### src/rtl/rc4_pkg.sv
// Shared RC4 definitions: FSM state encoding, default message length and
// the plaintext character filter used by the PRGA decrypt stage.
package rc4_pkg;

   localparam int MSG_LEN_DEFAULT = 32;

   localparam logic [7:0] CHAR_LO    = 8'h61;
   localparam logic [7:0] CHAR_HI    = 8'h7A;
   localparam logic [7:0] CHAR_SPACE = 8'h20;

   typedef enum logic [3:0] {
      IDLE      = 4'd0,
      READ_I    = 4'd1,
      WAIT_I    = 4'd2,
      READ_J    = 4'd3,
      WAIT_J    = 4'd4,
      WRITE_I   = 4'd5,
      WRITE_J   = 4'd6,
      READ_F    = 4'd7,
      WAIT_F    = 4'd8,
      WRITE_OUT = 4'd9,
      DONE      = 4'd10
   } state_t;

   function automatic logic is_legal_char(input logic [7:0] c);
      return ((c >= CHAR_LO) && (c <= CHAR_HI)) || (c == CHAR_SPACE);
   endfunction

endpackage

### src/rtl/prga_decrypt.sv
// RC4 PRGA decryption stage: walks the S array, XORs the keystream with the
// ciphertext ROM and writes plaintext, aborting on the first illegal character.
module prga_decrypt
   import rc4_pkg::*;
#(
   parameter  int MSG_LEN = MSG_LEN_DEFAULT,
   localparam int AW      = (MSG_LEN > 1) ? $clog2(MSG_LEN) : 1
) (
   input  logic          clk,
   input  logic          reset,
   input  logic          start,
   output logic          finish,
   output logic          valid,
   output logic [7:0]    s_address,
   output logic [7:0]    s_data,
   output logic          s_wren,
   input  logic [7:0]    s_q,
   output logic [AW-1:0] rom_address,
   input  logic [7:0]    rom_q,
   output logic [AW-1:0] ram_address,
   output logic [7:0]    ram_data,
   output logic          ram_wren
);

   localparam logic [7:0] LAST_K = 8'(MSG_LEN - 1);

   state_t r_state;
   state_t w_next_state;

   logic [7:0]    r_i, r_j, r_k, r_si, r_sj;
   logic [7:0]    w_i, w_j, w_k, w_si, w_sj;
   logic          r_finish, r_valid, r_s_wren, r_ram_wren;
   logic          w_finish, w_valid, w_s_wren, w_ram_wren;
   logic [7:0]    r_s_address, r_s_data, r_ram_data;
   logic [7:0]    w_s_address, w_s_data, w_ram_data;
   logic [AW-1:0] r_rom_address, r_ram_address;
   logic [AW-1:0] w_rom_address, w_ram_address;

   // State register
   always_ff @(posedge clk) begin
      if (!reset) begin
         r_state <= IDLE;
      end else begin
         r_state <= w_next_state;
      end
   end

   // Next-state logic
   always_comb begin
      w_next_state = r_state;
      case (r_state)
         IDLE: begin
            if (start) begin
               w_next_state = READ_I;
            end else begin
               w_next_state = IDLE;
            end
         end
         READ_I:  w_next_state = WAIT_I;
         WAIT_I:  w_next_state = READ_J;
         READ_J:  w_next_state = WAIT_J;
         WAIT_J:  w_next_state = WRITE_I;
         WRITE_I: w_next_state = WRITE_J;
         WRITE_J: w_next_state = READ_F;
         READ_F:  w_next_state = WAIT_F;
         WAIT_F:  w_next_state = WRITE_OUT;
         WRITE_OUT: begin
            // r_ram_data holds the byte being written this cycle
            if (!is_legal_char(r_ram_data) || (r_k == LAST_K)) begin
               w_next_state = DONE;
            end else begin
               w_next_state = READ_I;
            end
         end
         DONE:    w_next_state = IDLE;
         default: w_next_state = IDLE;
      endcase
   end

   // Output and datapath next values; registered so each state sees its own values
   always_comb begin
      w_i           = r_i;
      w_j           = r_j;
      w_k           = r_k;
      w_si          = r_si;
      w_sj          = r_sj;
      w_valid       = r_valid;
      w_s_address   = r_s_address;
      w_s_data      = r_s_data;
      w_rom_address = r_rom_address;
      w_ram_address = r_ram_address;
      w_ram_data    = r_ram_data;
      w_finish      = 1'b0;
      w_s_wren      = 1'b0;
      w_ram_wren    = 1'b0;
      case (r_state)
         IDLE: begin
            if (start) begin
               w_k         = 8'd0;
               w_i         = 8'd1;
               w_j         = 8'd0;
               w_valid     = 1'b0;
               w_s_address = 8'd1;
            end else begin
               w_s_address = r_s_address;
            end
         end
         WAIT_I: begin
            w_si        = s_q;
            w_j         = r_j + s_q;
            w_s_address = r_j + s_q;
         end
         WAIT_J: begin
            w_sj        = s_q;
            w_s_address = r_i;
            w_s_data    = s_q;
            w_s_wren    = 1'b1;
         end
         WRITE_I: begin
            w_s_address = r_j;
            w_s_data    = r_si;
            w_s_wren    = 1'b1;
         end
         WRITE_J: begin
            w_s_address   = r_si + r_sj;
            w_rom_address = r_k[AW-1:0];
         end
         WAIT_F: begin
            w_ram_address = r_k[AW-1:0];
            w_ram_data    = s_q ^ rom_q;
            w_ram_wren    = 1'b1;
         end
         WRITE_OUT: begin
            if (w_next_state == DONE) begin
               w_finish = 1'b1;
               w_valid  = is_legal_char(r_ram_data);
            end else begin
               w_k         = r_k + 8'd1;
               w_i         = r_i + 8'd1;
               w_s_address = r_i + 8'd1;
            end
         end
         default: begin
            w_finish = 1'b0;
         end
      endcase
   end

   // Datapath and output registers
   always_ff @(posedge clk) begin
      if (!reset) begin
         r_i           <= 8'd0;
         r_j           <= 8'd0;
         r_k           <= 8'd0;
         r_si          <= 8'd0;
         r_sj          <= 8'd0;
         r_finish      <= 1'b0;
         r_valid       <= 1'b0;
         r_s_address   <= 8'd0;
         r_s_data      <= 8'd0;
         r_s_wren      <= 1'b0;
         r_rom_address <= '0;
         r_ram_address <= '0;
         r_ram_data    <= 8'd0;
         r_ram_wren    <= 1'b0;
      end else begin
         r_i           <= w_i;
         r_j           <= w_j;
         r_k           <= w_k;
         r_si          <= w_si;
         r_sj          <= w_sj;
         r_finish      <= w_finish;
         r_valid       <= w_valid;
         r_s_address   <= w_s_address;
         r_s_data      <= w_s_data;
         r_s_wren      <= w_s_wren;
         r_rom_address <= w_rom_address;
         r_ram_address <= w_ram_address;
         r_ram_data    <= w_ram_data;
         r_ram_wren    <= w_ram_wren;
      end
   end

   assign finish      = r_finish;
   assign valid       = r_valid;
   assign s_address   = r_s_address;
   assign s_data      = r_s_data;
   assign s_wren      = r_s_wren;
   assign rom_address = r_rom_address;
   assign ram_address = r_ram_address;
   assign ram_data    = r_ram_data;
   assign ram_wren    = r_ram_wren;

endmodule

### config.mk
export PLATFORM = sky130hd
export DESIGN_NAME = prga_decrypt
export DESIGN_NICKNAME = d
export VERILOG_FILES = /design/src/rtl/rc4_pkg.sv /design/src/rtl/prga_decrypt.sv
export SDC_FILE = /design/constraint.sdc
export NUM_CORES = 1
export LEC_CHECK = 0
export BUFFER_PORTS_ARGS = -buffer_cell sky130_fd_sc_hd__buf_2
export CORE_UTILIZATION = 52
export DETAILED_ROUTE_END_ITERATION = 7
export GPL_ROUTABILITY_DRIVEN = 0
export HOLD_SLACK_MARGIN = 0.08
export PLACE_DENSITY = 0.76
export SYNTH_ARGS = -nofsm -noshare
export SYNTH_HDL_FRONTEND = slang
export SYNTH_SLANG_ARGS = --single-unit
### constraint.sdc
create_clock -name clk -period 1.95 [get_ports clk]
set_input_delay 0.2925 -clock clk [delete_from_list [all_inputs] [get_ports clk]]
set_output_delay 0.2925 -clock clk [all_outputs]
set_load 0.01 [all_outputs]
==> flow_summary.html, run 1 <==
<table>
<tr><th>Metric</th><th>Value</th></tr>
<tr><th colspan="2">Worst setup path</th></tr>
<tr><td>Cell at the slowest stage of the critical path</td><td>sky130_fd_sc_hd__or4b_4</td></tr>
<tr><td>Critical path capture point</td><td>r_k[0]</td></tr>
<tr><td>List of cells traversed by the critical path</td><td>nor3_4, mux2i_4, or4b_4, buf_6, nor2_4, buf_4, xnor2_1, nor2_1</td></tr>
<tr><td>Critical path origin</td><td>ram_data[4]</td></tr>
<tr><td>End of the worst register-to-register path</td><td>r_k[0]</td></tr>
<tr><td>CP Max Fanout</td><td>8</td></tr>
<tr><td>CP required</td><td>2210 ps</td></tr>
<tr><td>Arrival time of data at the critical path endpoint</td><td>2270 ps</td></tr>
<tr><td>Slowest stage delay, CP</td><td>530 ps</td></tr>
<tr><td>Start-to-end type of the worst setup path</td><td>flip-flop to flip-flop</td></tr>
<tr><td>Reg2reg start</td><td>ram_data[4]</td></tr>
<tr><td>Crit. End Element</td><td>flip-flop</td></tr>
<tr><td>Register-to-register path setup slack</td><td>-60 ps</td></tr>
<tr><td>Length in cells of the worst reg-to-reg path</td><td>8</td></tr>
<tr><td>Kind of start point of the critical path</td><td>flip-flop</td></tr>
<tr><th colspan="2">STA</th></tr>
<tr><td>Timing-limited maximum frequency</td><td>0.4982 GHz</td></tr>
<tr><td>Fin Clk Skew</td><td>7.266 ps</td></tr>
<tr><td>Slew @ Worst Pin</td><td>786.9 ps</td></tr>
<tr><td>Minimum period implied by the final worst setup slack</td><td>2007 ps</td></tr>
<tr><td>Slew Limit Fails</td><td>0</td></tr>
<tr><td>Final cycle utilization of the critical path</td><td>1.029</td></tr>
<tr><td>Post-layout worst setup margin</td><td>-57.03 ps</td></tr>
<tr><td>Finish-stage setup viols</td><td>9</td></tr>
<tr><td>Worst Hold Margin</td><td>209.6 ps</td></tr>
<tr><td>Max-slew headroom</td><td>0.4735</td></tr>
<tr><td>Final hold violation count</td><td>0</td></tr>
<tr><td>RSZ-0062 raised after global routing</td><td>true</td></tr>
<tr><th colspan="2">Placement</th></tr>
<tr><td>Port Buffers</td><td>56</td></tr>
<tr><td>Worst slack after detailed placement</td><td>-278.1 ps</td></tr>
<tr><td>Detailed placement HPWL</td><td>8689 um</td></tr>
<tr><td>Placed inst area</td><td>4870 um2</td></tr>
<tr><th colspan="2">Clock tree</th></tr>
<tr><td>Max Root-Sink Buffers</td><td>2</td></tr>
<tr><td>Clock slew at the register clock pins of the worst setup and hold paths</td><td>90 ps</td></tr>
<tr><td>TritonCTS clock tree</td><td>done</td></tr>
<tr><td>Clk Latency, worst-skew pair</td><td>370 ps</td></tr>
<tr><td>H-tree level count</td><td>3</td></tr>
<tr><td>Root buffer cell</td><td>sky130_fd_sc_hd__clkbuf_8</td></tr>
<tr><td>Clock sink count</td><td>82</td></tr>
<tr><td>CTS Buf Count</td><td>9</td></tr>
<tr><th colspan="2">Floorplanning</th></tr>
<tr><td>Floorplan die width</td><td>90.49 um</td></tr>
<tr><td>Die Outline Area</td><td>8188 um2</td></tr>
<tr><td>Initial core utilization</td><td>0.5496</td></tr>
<tr><td>I/O pin count</td><td>57</td></tr>
<tr><td>Row cnt</td><td>31</td></tr>
<tr><td>Core ar.</td><td>7408 um2</td></tr>
<tr><td>Vertical extent of the die</td><td>90.49 um</td></tr>
<tr><th colspan="2">Worst hold path</th></tr>
<tr><td>Hold depth</td><td>3</td></tr>
<tr><td>Min-delay worst type</td><td>input port to flip-flop</td></tr>
<tr><td>Worst min-delay path startpoint</td><td>rom_q[2]</td></tr>
<tr><th colspan="2">Global route</th></tr>
<tr><td>Overflow after GRT</td><td>0</td></tr>
<tr><td>Met1 track demand over resource</td><td>0.3772</td></tr>
<tr><td>Global route hottest layer</td><td>met2</td></tr>
<tr><td>Global-route wire length before repair</td><td>19780 um</td></tr>
<tr><td>GRT Overall Usage</td><td>0.3075</td></tr>
<tr><td>Maximum number of pins on one net before global-route repair</td><td>35</td></tr>
<tr><td>Met2 usage in global routing</td><td>0.5196</td></tr>
<tr><td>Number of global-route vias before repair</td><td>4023</td></tr>
<tr><td>Global Route met3 Usage</td><td>0.06818</td></tr>
<tr><td>Antenna violations before repair</td><td>0</td></tr>
<tr><th colspan="2">Logic synthesis</th></tr>
<tr><td>Post-Syn Instances</td><td>497</td></tr>
<tr><td>Cells taking the most area after synthesis</td><td>sky130_fd_sc_hd__dfxtp_1, sky130_fd_sc_hd__nand2_1, sky130_fd_sc_hd__a21oi_1, sky130_fd_sc_hd__ha_1, sky130_fd_sc_hd__nor2_1</td></tr>
<tr><td>Total of flip-flops plus latches after synthesis</td><td>82</td></tr>
<tr><td>Number of flops mapped to enable cells by yosys</td><td>0</td></tr>
<tr><td>Post-synthesis average cell area</td><td>8.192 um2</td></tr>
<tr><td>Fraction of registers with async set/reset</td><td>0</td></tr>
<tr><td>Main flop type after synthesis</td><td>sky130_fd_sc_hd__dfxtp_1</td></tr>
<tr><td>Cell taking the most area after synthesis</td><td>sky130_fd_sc_hd__dfxtp_1</td></tr>
<tr><td>Syn. warnings</td><td>0</td></tr>
<tr><td>Cell area after synthesis</td><td>4071 um2</td></tr>
<tr><td>Total nets after synthesis</td><td>534</td></tr>
<tr><td>Number of different library cells in the post-synthesis netlist</td><td>55</td></tr>
<tr><td>Share of the synthesized area in the top cell type</td><td>0.4032</td></tr>
<tr><td>Sequential area share after synthesis</td><td>0.4032</td></tr>
<tr><th colspan="2">Power</th></tr>
<tr><td>Internal power consumption</td><td>0.003390 W</td></tr>
<tr><td>Leakage power</td><td>2.208 nW</td></tr>
<tr><td>Part of the total power dissipated in combinational logic</td><td>0.348</td></tr>
<tr><td>Part of the total power dissipated in sequential elements</td><td>0.383</td></tr>
<tr><td>Max VDD drop</td><td>526.2 uV</td></tr>
<tr><td>Clock group share of total power</td><td>0.270</td></tr>
<tr><td>Total net switching power</td><td>0.001875 W</td></tr>
<tr><td>Areal power density over the cells</td><td>962.6 nW/um2</td></tr>
<tr><td>Final total power</td><td>0.005265 W</td></tr>
<tr><td>Sw Ratio</td><td>0.3561</td></tr>
<tr><th colspan="2">Layout</th></tr>
<tr><td>Post-Route Utilization</td><td>0.7384</td></tr>
<tr><td>Final Cell Area</td><td>5470 um2</td></tr>
<tr><td>Share of cells above drive strength 1</td><td>0.3388</td></tr>
<tr><td>Commonest non-fill, non-tap cell in the layout</td><td>sky130_fd_sc_hd__nand2_1</td></tr>
<tr><td>Number of nets at the end of the flow</td><td>643</td></tr>
<tr><td>Area overhead of the layout relative to synthesis</td><td>34.36%</td></tr>
<tr><td>Number of diodes added for antenna fixing</td><td>0</td></tr>
<tr><td>Highest-count cells in the layout ignoring fill and taps</td><td>sky130_fd_sc_hd__nand2_1, sky130_fd_sc_hd__dfxtp_1, sky130_fd_sc_hd__buf_4</td></tr>
<tr><th colspan="2">Run</th></tr>
<tr><td>Reported max-cap violation count</td><td>0</td></tr>
<tr><th colspan="2">Detailed routing</th></tr>
<tr><td>Via/cell ratio</td><td>6.190</td></tr>
<tr><td>Number of DRC markers in iteration 0</td><td>356</td></tr>
<tr><td>DRC viols</td><td>0</td></tr>
<tr><td>Initial DRT Pass Iterations</td><td>6</td></tr>
<tr><td>Via count</td><td>4395</td></tr>
<tr><td>Wire per inst</td><td>18.51 um</td></tr>
<tr><td>ANT nets after route</td><td>0</td></tr>
<tr><td>Total length of routed wires</td><td>13140 um</td></tr>
<tr><th colspan="2">Outcome</th></tr>
<tr><td>Violations in the final reports</td><td>setup timing</td></tr>
<tr><td>Run status</td><td>finished, violations left</td></tr>
</table>
-- flip-flops by register name, indices dropped and copies added (netlist names) --
name	flops
finish	1
r_i	8
r_j	8
r_k	8
r_si	8
r_sj	8
r_state	4
ram_address	5
ram_data	8
ram_wren	1
rom_address	5
s_address	8
s_data	8
s_wren	1
valid	1
-- cell families (layout without fill, tap and decap cells) --
logic type / count (synthesis) / count (layout) / share of synthesized area
compound gates: 142 / 142 / 0.2259
xor+xnor: 25 / 25 / 0.05378
fa+ha+maj: 18 / 18 / 0.05900
buf+inv: 30 / 144 / 0.02827
flops: 82 / 82 / 0.4032
mux: 2 / 2 / 0.004917
simple gates: 198 / 198 / 0.2250
-- final cells by class --
class	instances	area, um2
Sequential cell	82	1660
Timing Repair Buffer	126	858.3
Inverter	2	7.507
Clock inverter	6	90.09
Multi-Input combinational cell	385	2592
Clock buffer	10	137.6
Tap cell	99	123.9
Fill cell	571	1938
-- critical path: cells and delay by family (launching register included) --
kind                      cells  cell delay [ps]
muxes                         1              100
and+or+nand+nor               4             1020
xor gates and xnor gates      1              110
buffers and inverters         2              330
DFF                           1              350
-- worst min path at each step --
stage	end	slack, ps
4_1_cts	ram_data[3]	210
5_1_grt	ram_data[3]	200
2_1_floorplan	r_sj[0]	430
3_3_place_gp	ram_address[0]	440
6_report	ram_data[2]	210
3_5_place_dp	rom_address[1]	450
-- stage by stage --
step,TNS (ps),cells
2_1_floorplan,-31.85,497
3_3_place_gp,-640.3,684
3_5_place_dp,-1675,684
4_1_cts,-100.8,706
5_1_grt,-1679,710
6_report,-298.9,710
-- synthesized netlist by cell type, drive strengths merged, types with 3 or more instances --
cell type / number
a311oi: 4
a22oi: 9
xor2: 8
o22ai: 3
nand3: 11
nor2: 55
a222oi: 9
a21oi: 57
o21ai: 20
and3: 6
a211oi: 18
clkbuf: 25
or2: 4
a31o: 3
dfxtp: 82
o21bai: 5
xnor2: 17
nand2b: 7
or3: 5
o211ai: 3
ha: 16
nor3: 17
buf: 3
nand2: 79
-- layer usage --
metal | vias to the layer above | wire length (um) | share of wire
met4 | 0 | 489 | 0.037
met3 | 46 | 1077 | 0.082
met5 | - | 0 | 0
li1 | 2007 | - | -
met2 | 235 | 6476 | 0.49
met1 | 2107 | 5100 | 0.39
-- power groups by stage --
stage	Sequential [W]	Clock, W	Combinational, W
2_1_floorplan	0.00199	0	0.000931
6_report	0.00202	0.00142	0.00183
3_3_place_gp	0.00201	0	0.00148
4_1_cts	0.00199	0.00141	0.00159
5_1_grt	0.00203	0.00148	0.00196
3_5_place_dp	0.00202	0	0.00153
-- repair_timing --
item | in CTS | in global routing
cloned | 0 | 0
pin swaps | 18 | 23
buffers inserted | 6 | 4
gates resized for setup | 30 | 37
endpoints found under the setup margin | 23 | 29
hold buffers | 0 | 0
Note: power is estimated with default switching activity, not from simulation.
==> run 2, diff against run 1 <==
Settings changed: ABC_AREA set to 1.
==> run 2 against run 1 <==
Against the previous run: the flow now finishes without violations; sequential share of layout area is 2.3 points higher; routed wire length is 13% lower; utilization is 12 points lower; maximum frequency is 9.8% higher; hold slack better by 19 ps; non-clock buffer count is 57 lower; die area is 7.2% higher; first-iteration DRC count is 29% lower; sequential power is 5% lower; combinational power is 56% lower; sequential cell count stayed put; critical path depth is 1 higher; largest power group unchanged.
==> flow_summary.html, run 2 <==
<table>
<tr><th>Metric</th><th>Value</th></tr>
<tr><th colspan="2">Outcome</th></tr>
<tr><td>Run status</td><td>finished clean</td></tr>
<tr><th colspan="2">Logic synthesis</th></tr>
<tr><td>Syn. warnings</td><td>0 (unchanged)</td></tr>
<tr><td>Number of flops mapped to enable cells by yosys</td><td>0 (unchanged)</td></tr>
<tr><td>Post-Syn Instances</td><td>642 (+29%)</td></tr>
<tr><td>Sequential area share after synthesis</td><td>0.3754 (-0.02780)</td></tr>
<tr><td>Total of flip-flops plus latches after synthesis</td><td>82 (unchanged)</td></tr>
<tr><td>Fraction of registers with async set/reset</td><td>0 (unchanged)</td></tr>
<tr><td>Cells taking the most area after synthesis</td><td>sky130_fd_sc_hd__dfxtp_1, sky130_fd_sc_hd__nand2_1, sky130_fd_sc_hd__nor2_1, sky130_fd_sc_hd__nand3_1, sky130_fd_sc_hd__a21oi_1</td></tr>
<tr><td>Cell taking the most area after synthesis</td><td>sky130_fd_sc_hd__dfxtp_1</td></tr>
<tr><td>Post-synthesis average cell area</td><td>6.811 um2 (-17%)</td></tr>
<tr><td>Main flop type after synthesis</td><td>sky130_fd_sc_hd__dfxtp_1</td></tr>
<tr><td>Cell area after synthesis</td><td>4373 um2 (+7.4%)</td></tr>
<tr><td>Synth top cells by count</td><td>sky130_fd_sc_hd__nand2_1, sky130_fd_sc_hd__nor2_1, sky130_fd_sc_hd__dfxtp_1</td></tr>
<tr><td>Most common cell in the netlist</td><td>sky130_fd_sc_hd__nand2_1</td></tr>
<tr><td>Share of the synthesized area in the top cell type</td><td>0.3754 (-0.02780)</td></tr>
<tr><td>Total nets after synthesis</td><td>679 (+27%)</td></tr>
<tr><td>Number of different library cells in the post-synthesis netlist</td><td>35 (-36%)</td></tr>
<tr><th colspan="2">Worst setup path</th></tr>
<tr><td>Reg2reg start</td><td>r_k[1]</td></tr>
<tr><td>Top cell family by delay on the critical path</td><td>simple AND/OR/NAND/NOR gates</td></tr>
<tr><td>Kind of start point of the critical path</td><td>flip-flop</td></tr>
<tr><td>List of cells traversed by the critical path</td><td>ha_1, nand3_1, nor2_2, nand2_1, nand4_2, nand2_1, buf_4, o21ai_0, nor2_1</td></tr>
<tr><td>CP required</td><td>2200 ps (about the same)</td></tr>
<tr><td>Length in cells of the worst reg-to-reg path</td><td>9 (+1)</td></tr>
<tr><td>Start-to-end type of the worst setup path</td><td>flip-flop to flip-flop</td></tr>
<tr><td>End of the worst register-to-register path</td><td>r_i[3]</td></tr>
<tr><td>CP Max Fanout</td><td>9 (+1)</td></tr>
<tr><td>Slowest stage delay, CP</td><td>400 ps (-130 ps)</td></tr>
<tr><td>Crit. End Element</td><td>flip-flop</td></tr>
<tr><td>Arrival time of data at the critical path endpoint</td><td>2080 ps (-190 ps)</td></tr>
<tr><td>Register-to-register path setup slack</td><td>120 ps (+180 ps)</td></tr>
<tr><td>Cell at the slowest stage of the critical path</td><td>sky130_fd_sc_hd__dfxtp_1</td></tr>
<tr><td>Crit path buffers/inverters</td><td>1 (-1)</td></tr>
<tr><td>Crit-path most repeated cell</td><td>sky130_fd_sc_hd__nand2_1</td></tr>
<tr><th colspan="2">STA</th></tr>
<tr><td>Finish-stage setup viols</td><td>0 (-9)</td></tr>
<tr><td>Sum Neg Setup Slack</td><td>0 ps (+298.9 ps)</td></tr>
<tr><td>Max-slew headroom</td><td>0.7042 (+0.2307)</td></tr>
<tr><td>RSZ-0062 raised after global routing</td><td>false</td></tr>
<tr><td>Final hold violation count</td><td>0 (unchanged)</td></tr>
<tr><td>Slew @ Worst Pin</td><td>442.6 ps (-344.2 ps)</td></tr>
<tr><td>Worst Hold Margin</td><td>228.4 ps (+18.82 ps)</td></tr>
<tr><td>Timing-limited maximum frequency</td><td>0.5469 GHz (+9.8%)</td></tr>
<tr><td>Fin Clk Skew</td><td>8.668 ps (+1.403 ps)</td></tr>
<tr><td>Minimum period implied by the final worst setup slack</td><td>1829 ps (-178.4 ps)</td></tr>
<tr><td>Final cycle utilization of the critical path</td><td>0.9378 (-0.09149)</td></tr>
<tr><td>Slew Limit Fails</td><td>0 (unchanged)</td></tr>
<tr><th colspan="2">Worst hold path</th></tr>
<tr><td>Min-delay worst type</td><td>input port to flip-flop</td></tr>
<tr><td>Worst min-delay path startpoint</td><td>rom_q[7]</td></tr>
<tr><td>Worst hold path endpoint</td><td>ram_data[7]</td></tr>
<tr><td>Hold depth</td><td>3 (unchanged)</td></tr>
<tr><th colspan="2">Power</th></tr>
<tr><td>Internal power consumption</td><td>0.002940 W (-13%)</td></tr>
<tr><td>Leakage power</td><td>2.443 nW (+11%)</td></tr>
<tr><td>Total net switching power</td><td>0.001280 W (-32%)</td></tr>
<tr><td>Max VDD drop</td><td>375.9 uV (-29%)</td></tr>
<tr><td>Clock group share of total power</td><td>0.358 (+0.088)</td></tr>
<tr><td>Part of the total power dissipated in sequential elements</td><td>0.452 (+0.069)</td></tr>
<tr><td>Sw Ratio</td><td>0.3033 (-0.05281)</td></tr>
<tr><td>Areal power density over the cells</td><td>839.8 nW/um2 (-13%)</td></tr>
<tr><td>Part of the total power dissipated in combinational logic</td><td>0.190 (-0.158)</td></tr>
<tr><th colspan="2">Floorplanning</th></tr>
<tr><td>Floorplan die width</td><td>93.71 um (+3.6%)</td></tr>
<tr><td>Vertical extent of the die</td><td>93.71 um (+3.6%)</td></tr>
<tr><td>Die Outline Area</td><td>8781 um2 (+7.2%)</td></tr>
<tr><td>Initial core utilization</td><td>0.5349 (-0.01467)</td></tr>
<tr><td>I/O pin count</td><td>57 (unchanged)</td></tr>
<tr><td>Core ar.</td><td>8175 um2 (+10%)</td></tr>
<tr><td>Row cnt</td><td>33 (+6.5%)</td></tr>
<tr><th colspan="2">Placement</th></tr>
<tr><td>Detailed placement HPWL</td><td>8476 um (-2.5%)</td></tr>
<tr><td>Placed insts</td><td>795 (+16%)</td></tr>
<tr><td>Port Buffers</td><td>56 (unchanged)</td></tr>
<tr><th colspan="2">Clock tree</th></tr>
<tr><td>Root buffer cell</td><td>sky130_fd_sc_hd__clkbuf_8</td></tr>
<tr><td>H-tree level count</td><td>3 (unchanged)</td></tr>
<tr><td>Clk Latency, worst-skew pair</td><td>360 ps (about the same)</td></tr>
<tr><td>Resized cells post-CTS</td><td>0 (-100%)</td></tr>
<tr><td>Clock sink count</td><td>82 (unchanged)</td></tr>
<tr><td>CTS Buf Count</td><td>9 (unchanged)</td></tr>
<tr><td>Number of buffers inserted by hold repair at cts</td><td>0 (unchanged)</td></tr>
<tr><td>Clock slew at the register clock pins of the worst setup and hold paths</td><td>90 ps (about the same)</td></tr>
<tr><td>Max Root-Sink Buffers</td><td>2 (unchanged)</td></tr>
<tr><td>Number of setup buffers added after CTS</td><td>0 (-6)</td></tr>
<tr><td>TritonCTS clock tree</td><td>done</td></tr>
<tr><th colspan="2">Layout</th></tr>
<tr><td>Count of placed standard cells in the final layout, fillers left out</td><td>811 (+14%)</td></tr>
<tr><td>Number of nets at the end of the flow</td><td>738 (+15%)</td></tr>
<tr><td>Number of diodes added for antenna fixing</td><td>0 (unchanged)</td></tr>
<tr><td>Commonest non-fill, non-tap cell in the layout</td><td>sky130_fd_sc_hd__nand2_1</td></tr>
<tr><td>Area overhead of the layout relative to synthesis</td><td>14.91%</td></tr>
<tr><td>Share of cells above drive strength 1</td><td>0.1586 (-0.1801)</td></tr>
<tr><td>Highest-count cells in the layout ignoring fill and taps</td><td>sky130_fd_sc_hd__nand2_1, sky130_fd_sc_hd__nor2_1, sky130_fd_sc_hd__dfxtp_1</td></tr>
<tr><th colspan="2">Detailed routing</th></tr>
<tr><td>DRC viols</td><td>0 (unchanged)</td></tr>
<tr><td>Total length of routed wires</td><td>11430 um (-13%)</td></tr>
<tr><td>Wire per inst</td><td>14.09 um (-24%)</td></tr>
<tr><td>ANT nets after route</td><td>0 (unchanged)</td></tr>
<tr><td>Via count</td><td>4340 (-1.3%)</td></tr>
<tr><td>Initial DRT Pass Iterations</td><td>5 (-1)</td></tr>
<tr><td>Via/cell ratio</td><td>5.351 (-14%)</td></tr>
<tr><td>Number of DRC markers in iteration 0</td><td>254 (-29%)</td></tr>
<tr><th colspan="2">Global route</th></tr>
<tr><td>Maximum number of pins on one net before global-route repair</td><td>48 (+37%)</td></tr>
<tr><td>Antenna violations before repair</td><td>0 (unchanged)</td></tr>
<tr><td>Overflow after GRT</td><td>0 (unchanged)</td></tr>
<tr><td>GRT Overall Usage</td><td>0.2820 (-0.02545)</td></tr>
<tr><td>Global-route wire length before repair</td><td>19220 um (-2.9%)</td></tr>
<tr><td>Number of global-route vias before repair</td><td>4068 (+1.1%)</td></tr>
<tr><th colspan="2">Run</th></tr>
<tr><td>Reported max-cap violation count</td><td>0 (unchanged)</td></tr>
</table>
## run 2: changes by cell type in the layout (fill, tap and decap cells not counted), moves of 27 or more
cell / previous run / this run
sky130_fd_sc_hd__nor2_1: 51 / 91
sky130_fd_sc_hd__inv_1: 1 / 55
sky130_fd_sc_hd__buf_4: 63 / 12
sky130_fd_sc_hd__o21ai_0: 15 / 42
sky130_fd_sc_hd__nand3_1: 10 / 51
sky130_fd_sc_hd__nand2_1: 79 / 166
## run 2: power groups by stage
stage               registers, W  logic, W  clock network (W)
floorplan                0.00193  0.000566                  0
global placement         0.00194  0.000766                  0
detailed placement       0.00194  0.000787                  0
CTS                      0.00191  0.000794            0.00152
global route             0.00193  0.000902            0.00159
finish                   0.00191  0.000800            0.00151
## run 2: stage by stage
stage	area (um2)	util	total power [W]	setup slack, ps
2_1_floorplan	4373	-	0.002500	387.6
3_3_place_gp	4783	0.5851	0.002705	182.1
3_5_place_dp	4783	0.5851	0.002731	61.82
4_1_cts	5025	0.6146	0.004221	132.8
5_1_grt	5025	0.6146	0.004420	2.407
6_report	5025	0.6146	0.004220	121.4
## run 2: worst max path at each step
stage | start | to | slack (ps) | cells past startpoint
2_1_floorplan | r_si[0] | s_address[2] | 390 | 8
3_3_place_gp | s_q[0] | s_address[4] | 180 | 10
3_5_place_dp | s_q[0] | s_address[6] | 60 | 10
4_1_cts | r_k[1] | r_i[3] | 130 | 9
5_1_grt | ram_data[6] | valid | 2 | 11
6_report | r_k[1] | r_i[3] | 120 | 9
## run 2: tightest hold or removal path, stage by stage
cell and delay [ps]:
sky130_fd_sc_hd__buf_2 80, sky130_fd_sc_hd__xnor2_1 100, sky130_fd_sc_hd__a211oi_1 60
## run 2: cells by family (layout without fill, tap and decap cells)
group | count (synthesis) | count (layout) | share of synthesized area
simple gates | 342 | 342 | 0.3382
compound gates | 101 | 101 | 0.1230
buf+inv | 85 | 149 | 0.08040
flops | 82 | 82 | 0.3754
fa+ha+maj | 18 | 18 | 0.05494
xor+xnor | 14 | 14 | 0.02804
## run 2: routing by layer
layer  share of wire  up-vias  global-route usage
met3           0.043       31             0.05097
met2            0.48      110              0.4763
met4           0.035        0              0.1346
li1                -     2184                   -
met5               0        -                   0
met1            0.44     2015              0.3447
## run 2: area by class of cell
class | count | area [um2]
Fill cell | 770 | 3151
Multi-Input combinational cell | 475 | 2380
Sequential cell | 82 | 1642
Timing Repair Buffer | 69 | 390.4
Inverter | 64 | 240.2
Tap cell | 105 | 131.4
Clock buffer | 10 | 127.6
Clock inverter | 6 | 113.9
==> run 3, diff against run 2 <==
Settings changed: CORE_ASPECT_RATIO set to 0.9, CORE_MARGIN set to 2, PLACE_DENSITY 0.76 to not set, PLACE_DENSITY_LB_ADDON set to 0.3.
==> run 3 against run 2 <==
Against the previous run: global-route usage fell by 1.7 points; die area rose by 4.3%; largest power group unchanged; combinational power rose by 1%; highest routed layer unchanged; clock power fell by 13%; critical path type unchanged.
==> flow_summary.html, run 3 (synthesized netlist as in run 2, its figures left out) <==
<table>
<tr><th>Metric</th><th>Value</th></tr>
<tr><th colspan="2">Outcome</th></tr>
<tr><td>Run status</td><td>finished clean</td></tr>
<tr><th colspan="2">Layout</th></tr>
<tr><td>Number of nets at the end of the flow</td><td>740 (+0.27%)</td></tr>
<tr><td>Fill cell instance count of the final layout</td><td>728 (-5.5%)</td></tr>
<tr><td>Number of diodes added for antenna fixing</td><td>0 (unchanged)</td></tr>
<tr><td>Highest-count cells in the layout ignoring fill and taps</td><td>sky130_fd_sc_hd__nand2_1, sky130_fd_sc_hd__nor2_1, sky130_fd_sc_hd__dfxtp_1</td></tr>
<tr><td>Area taken by multi-input logic gates</td><td>2392 um2 (+0.53%)</td></tr>
<tr><td>Share of cells above drive strength 1</td><td>0.1638 (+0.005202)</td></tr>
<tr><td>Commonest non-fill, non-tap cell in the layout</td><td>sky130_fd_sc_hd__nand2_1</td></tr>
<tr><td>Area overhead of the layout relative to synthesis</td><td>14.31%</td></tr>
<tr><td>FF/Latch Area</td><td>1642 um2 (unchanged)</td></tr>
<tr><td>Count of placed standard cells in the final layout, fillers left out</td><td>807 (-0.49%)</td></tr>
<tr><td>Final Cell Area</td><td>4999 um2 (-0.52%)</td></tr>
<tr><th colspan="2">Detailed routing</th></tr>
<tr><td>Wire per inst</td><td>14.24 um (+1.1%)</td></tr>
<tr><td>Initial DRT Pass Iterations</td><td>6 (+1)</td></tr>
<tr><td>Via/cell ratio</td><td>5.467 (+2.2%)</td></tr>
<tr><td>Via count</td><td>4412 (+1.7%)</td></tr>
<tr><td>Number of DRC markers in iteration 0</td><td>280 (+10%)</td></tr>
<tr><td>ANT nets after route</td><td>0 (unchanged)</td></tr>
<tr><td>DRC viols</td><td>0 (unchanged)</td></tr>
<tr><td>Total length of routed wires</td><td>11490 um (+0.58%)</td></tr>
<tr><th colspan="2">Worst setup path</th></tr>
<tr><td>List of cells traversed by the critical path</td><td>ha_1, fa_1, xnor2_1, o21ai_0, a21oi_1, nand2_1, nand3_1, a21oi_1</td></tr>
<tr><td>Start-to-end type of the worst setup path</td><td>flip-flop to flip-flop</td></tr>
<tr><td>Critical path capture point</td><td>s_address[2]</td></tr>
<tr><td>Reg2reg start</td><td>r_si[0]</td></tr>
<tr><td>CP required</td><td>2200 ps (about the same)</td></tr>
<tr><td>Arrival time of data at the critical path endpoint</td><td>2090 ps (about the same)</td></tr>
<tr><td>CP Max Fanout</td><td>3 (-6)</td></tr>
<tr><td>Cell at the slowest stage of the critical path</td><td>sky130_fd_sc_hd__fa_1</td></tr>
<tr><td>Kind of start point of the critical path</td><td>flip-flop</td></tr>
<tr><td>Slowest stage delay, CP</td><td>450 ps (+50 ps)</td></tr>
<tr><td>End of the worst register-to-register path</td><td>s_address[2]</td></tr>
<tr><td>Critical path origin</td><td>r_si[0]</td></tr>
<tr><td>Crit-path most repeated cell</td><td>sky130_fd_sc_hd__a21oi_1</td></tr>
<tr><td>Length in cells of the worst reg-to-reg path</td><td>8 (-1)</td></tr>
<tr><td>Register-to-register path setup slack</td><td>110 ps (about the same)</td></tr>
<tr><td>Crit. End Element</td><td>flip-flop</td></tr>
<tr><th colspan="2">Clock tree</th></tr>
<tr><td>Clock slew at the register clock pins of the worst setup and hold paths</td><td>90 ps (about the same)</td></tr>
<tr><td>TritonCTS clock tree</td><td>done</td></tr>
<tr><td>Clock sink count</td><td>82 (unchanged)</td></tr>
<tr><td>Number of buffers inserted by hold repair at cts</td><td>0 (unchanged)</td></tr>
<tr><td>Root buffer cell</td><td>sky130_fd_sc_hd__clkbuf_8</td></tr>
<tr><td>Number of setup buffers added after CTS</td><td>0 (unchanged)</td></tr>
<tr><td>Max Root-Sink Buffers</td><td>2 (unchanged)</td></tr>
<tr><td>Clk Latency, worst-skew pair</td><td>380 ps (+20 ps)</td></tr>
<tr><td>H-tree level count</td><td>3 (unchanged)</td></tr>
<tr><td>CTS Buf Count</td><td>9 (unchanged)</td></tr>
<tr><th colspan="2">Global route</th></tr>
<tr><td>GRT Overall Usage</td><td>0.2652 (-0.01679)</td></tr>
<tr><td>Antenna violations before repair</td><td>0 (unchanged)</td></tr>
<tr><td>Global-route wire length before repair</td><td>19260 um (+0.21%)</td></tr>
<tr><td>Number of global-route vias before repair</td><td>4205 (+3.4%)</td></tr>
<tr><td>Overflow after GRT</td><td>0 (unchanged)</td></tr>
<tr><td>Maximum number of pins on one net before global-route repair</td><td>36 (-25%)</td></tr>
<tr><th colspan="2">Floorplanning</th></tr>
<tr><td>Die Outline Area</td><td>9160 um2 (+4.3%)</td></tr>
<tr><td>I/O pin count</td><td>57 (unchanged)</td></tr>
<tr><td>Initial core utilization</td><td>0.5394 (+0.004541)</td></tr>
<tr><td>Vertical extent of the die</td><td>91.00 um (-2.9%)</td></tr>
<tr><td>Row cnt</td><td>31 (-6.1%)</td></tr>
<tr><td>Floorplan die width</td><td>100.7 um (+7.4%)</td></tr>
<tr><td>Core ar.</td><td>8107 um2 (-0.84%)</td></tr>
<tr><th colspan="2">Power</th></tr>
<tr><td>Leakage power</td><td>2.441 nW (about the same)</td></tr>
<tr><td>Internal power consumption</td><td>0.002699 W (-8.2%)</td></tr>
<tr><td>Part of the total power dissipated in sequential elements</td><td>0.473 (+0.021)</td></tr>
<tr><td>Areal power density over the cells</td><td>806.8 nW/um2 (-3.9%)</td></tr>
<tr><td>Part of the total power dissipated in combinational logic</td><td>0.200 (+0.010)</td></tr>
<tr><td>Total net switching power</td><td>0.001334 W (+4.2%)</td></tr>
<tr><td>Clock group share of total power</td><td>0.327 (-0.031)</td></tr>
<tr><td>Sw Ratio</td><td>0.3308 (+0.02745)</td></tr>
<tr><td>Max VDD drop</td><td>329.7 uV (-12%)</td></tr>
<tr><th colspan="2">Worst hold path</th></tr>
<tr><td>Min-delay worst type</td><td>input port to flip-flop</td></tr>
<tr><th colspan="2">Placement</th></tr>
<tr><td>Detailed placement HPWL</td><td>8302 um (-2.1%)</td></tr>
<tr><td>Placed insts</td><td>791 (-0.50%)</td></tr>
<tr><td>Placed inst area</td><td>4778 um2 (-0.10%)</td></tr>
<tr><td>Worst slack after detailed placement</td><td>69.77 ps (+7.946 ps)</td></tr>
<tr><td>Port Buffers</td><td>56 (unchanged)</td></tr>
<tr><th colspan="2">STA</th></tr>
<tr><td>Sum Neg Setup Slack</td><td>0 ps (unchanged)</td></tr>
<tr><td>Final hold violation count</td><td>0 (unchanged)</td></tr>
<tr><td>Slew @ Worst Pin</td><td>426.4 ps (-16.24 ps)</td></tr>
<tr><td>Timing-limited maximum frequency</td><td>0.5432 GHz (-0.67%)</td></tr>
<tr><td>Fin Clk Skew</td><td>8.288 ps (-0.3806 ps)</td></tr>
<tr><td>Slew Limit Fails</td><td>0 (unchanged)</td></tr>
<tr><td>Final cycle utilization of the critical path</td><td>0.9441 (+0.006358)</td></tr>
<tr><td>Post-layout worst setup margin</td><td>109.0 ps (-12.40 ps)</td></tr>
<tr><td>RSZ-0062 raised after global routing</td><td>false</td></tr>
<tr><td>Max-slew headroom</td><td>0.7157 (+0.01153)</td></tr>
<tr><td>Finish-stage setup viols</td><td>0 (unchanged)</td></tr>
<tr><td>Minimum period implied by the final worst setup slack</td><td>1841 ps (+12.40 ps)</td></tr>
<tr><th colspan="2">Run</th></tr>
<tr><td>Reported max-cap violation count</td><td>0 (unchanged)</td></tr>
</table>
[run 3: changes by cell type in the layout (fill, tap and decap cells not counted), sizes merged]
cell and delta:
clkinvlp -1, clkinv +1, bufinv -2, inv +3
clkbuf -1, buf +2
[run 3: how the worst min path moves through the flow]
stage,from,end,slack [ps],depth (start not counted)
6_report,rom_q[3],ram_data[3],210,3
5_1_grt,rom_q[3],ram_data[3],210,3
4_1_cts,rom_q[3],ram_data[3],200,3
3_5_place_dp,s_address[1],s_address[1],450,2
3_3_place_gp,s_address[1],s_address[1],450,2
2_1_floorplan,r_sj[0],r_sj[0],450,2
[run 3: repair_timing]
item | in CTS | in global routing
gates resized for setup | 0 | 3
setup endpoints to repair | 0 | 14
hold endpoints to repair | 0 | 0
[run 3: stage by stage]
step | total power [W] | util | hold WS [ps]
floorplan | 0.002500 | - | 448.0
global placement | 0.002704 | 0.5894 | 447.7
detailed placement | 0.002728 | 0.5894 | 447.9
CTS | 0.004045 | 0.6151 | 200.3
global route | 0.004238 | 0.6166 | 210.8
finish | 0.004033 | 0.6166 | 211.8
[run 3: power by group through the flow]
stage / registers [W] / clock network [W] / logic, W
2_1_floorplan: 0.00193 / 0 / 0.000566
3_3_place_gp: 0.00194 / 0 / 0.000767
3_5_place_dp: 0.00194 / 0 / 0.000786
4_1_cts: 0.00190 / 0.00135 / 0.000793
5_1_grt: 0.00192 / 0.00140 / 0.000912
6_report: 0.00191 / 0.00132 / 0.000808
[run 3: layout make-up]
| type | count | area share |
|---|---|---|
| well taps | 99 | 0.02478 |
| repair buffers | 71 | 0.07860 |
| clock buffers | 9 | 0.02478 |
| clock inverters | 7 | 0.01677 |
| inverters | 64 | 0.04806 |
| multi-input cells | 475 | 0.4786 |
| flip-flops and latches | 82 | 0.3284 |
[run 3: critical path: cells and delay by family (launching register included)]
kind / cells / cell delay [ps]
DFF: 1 / 340
AOI/OAI and AO/OA: 3 / 370
adders and majority gates: 2 / 690
and+or+nand+nor: 2 / 150
xor gates and xnor gates: 1 / 170
[run 3: routing by layer]
layer  up-vias  wire length [um]  track usage
met2       164              5210       0.4133
met3        41               894      0.08237
li1       2192                 -            -
met4         0               379       0.1176
met5         -                 0            0
met1      2015              5008       0.3348
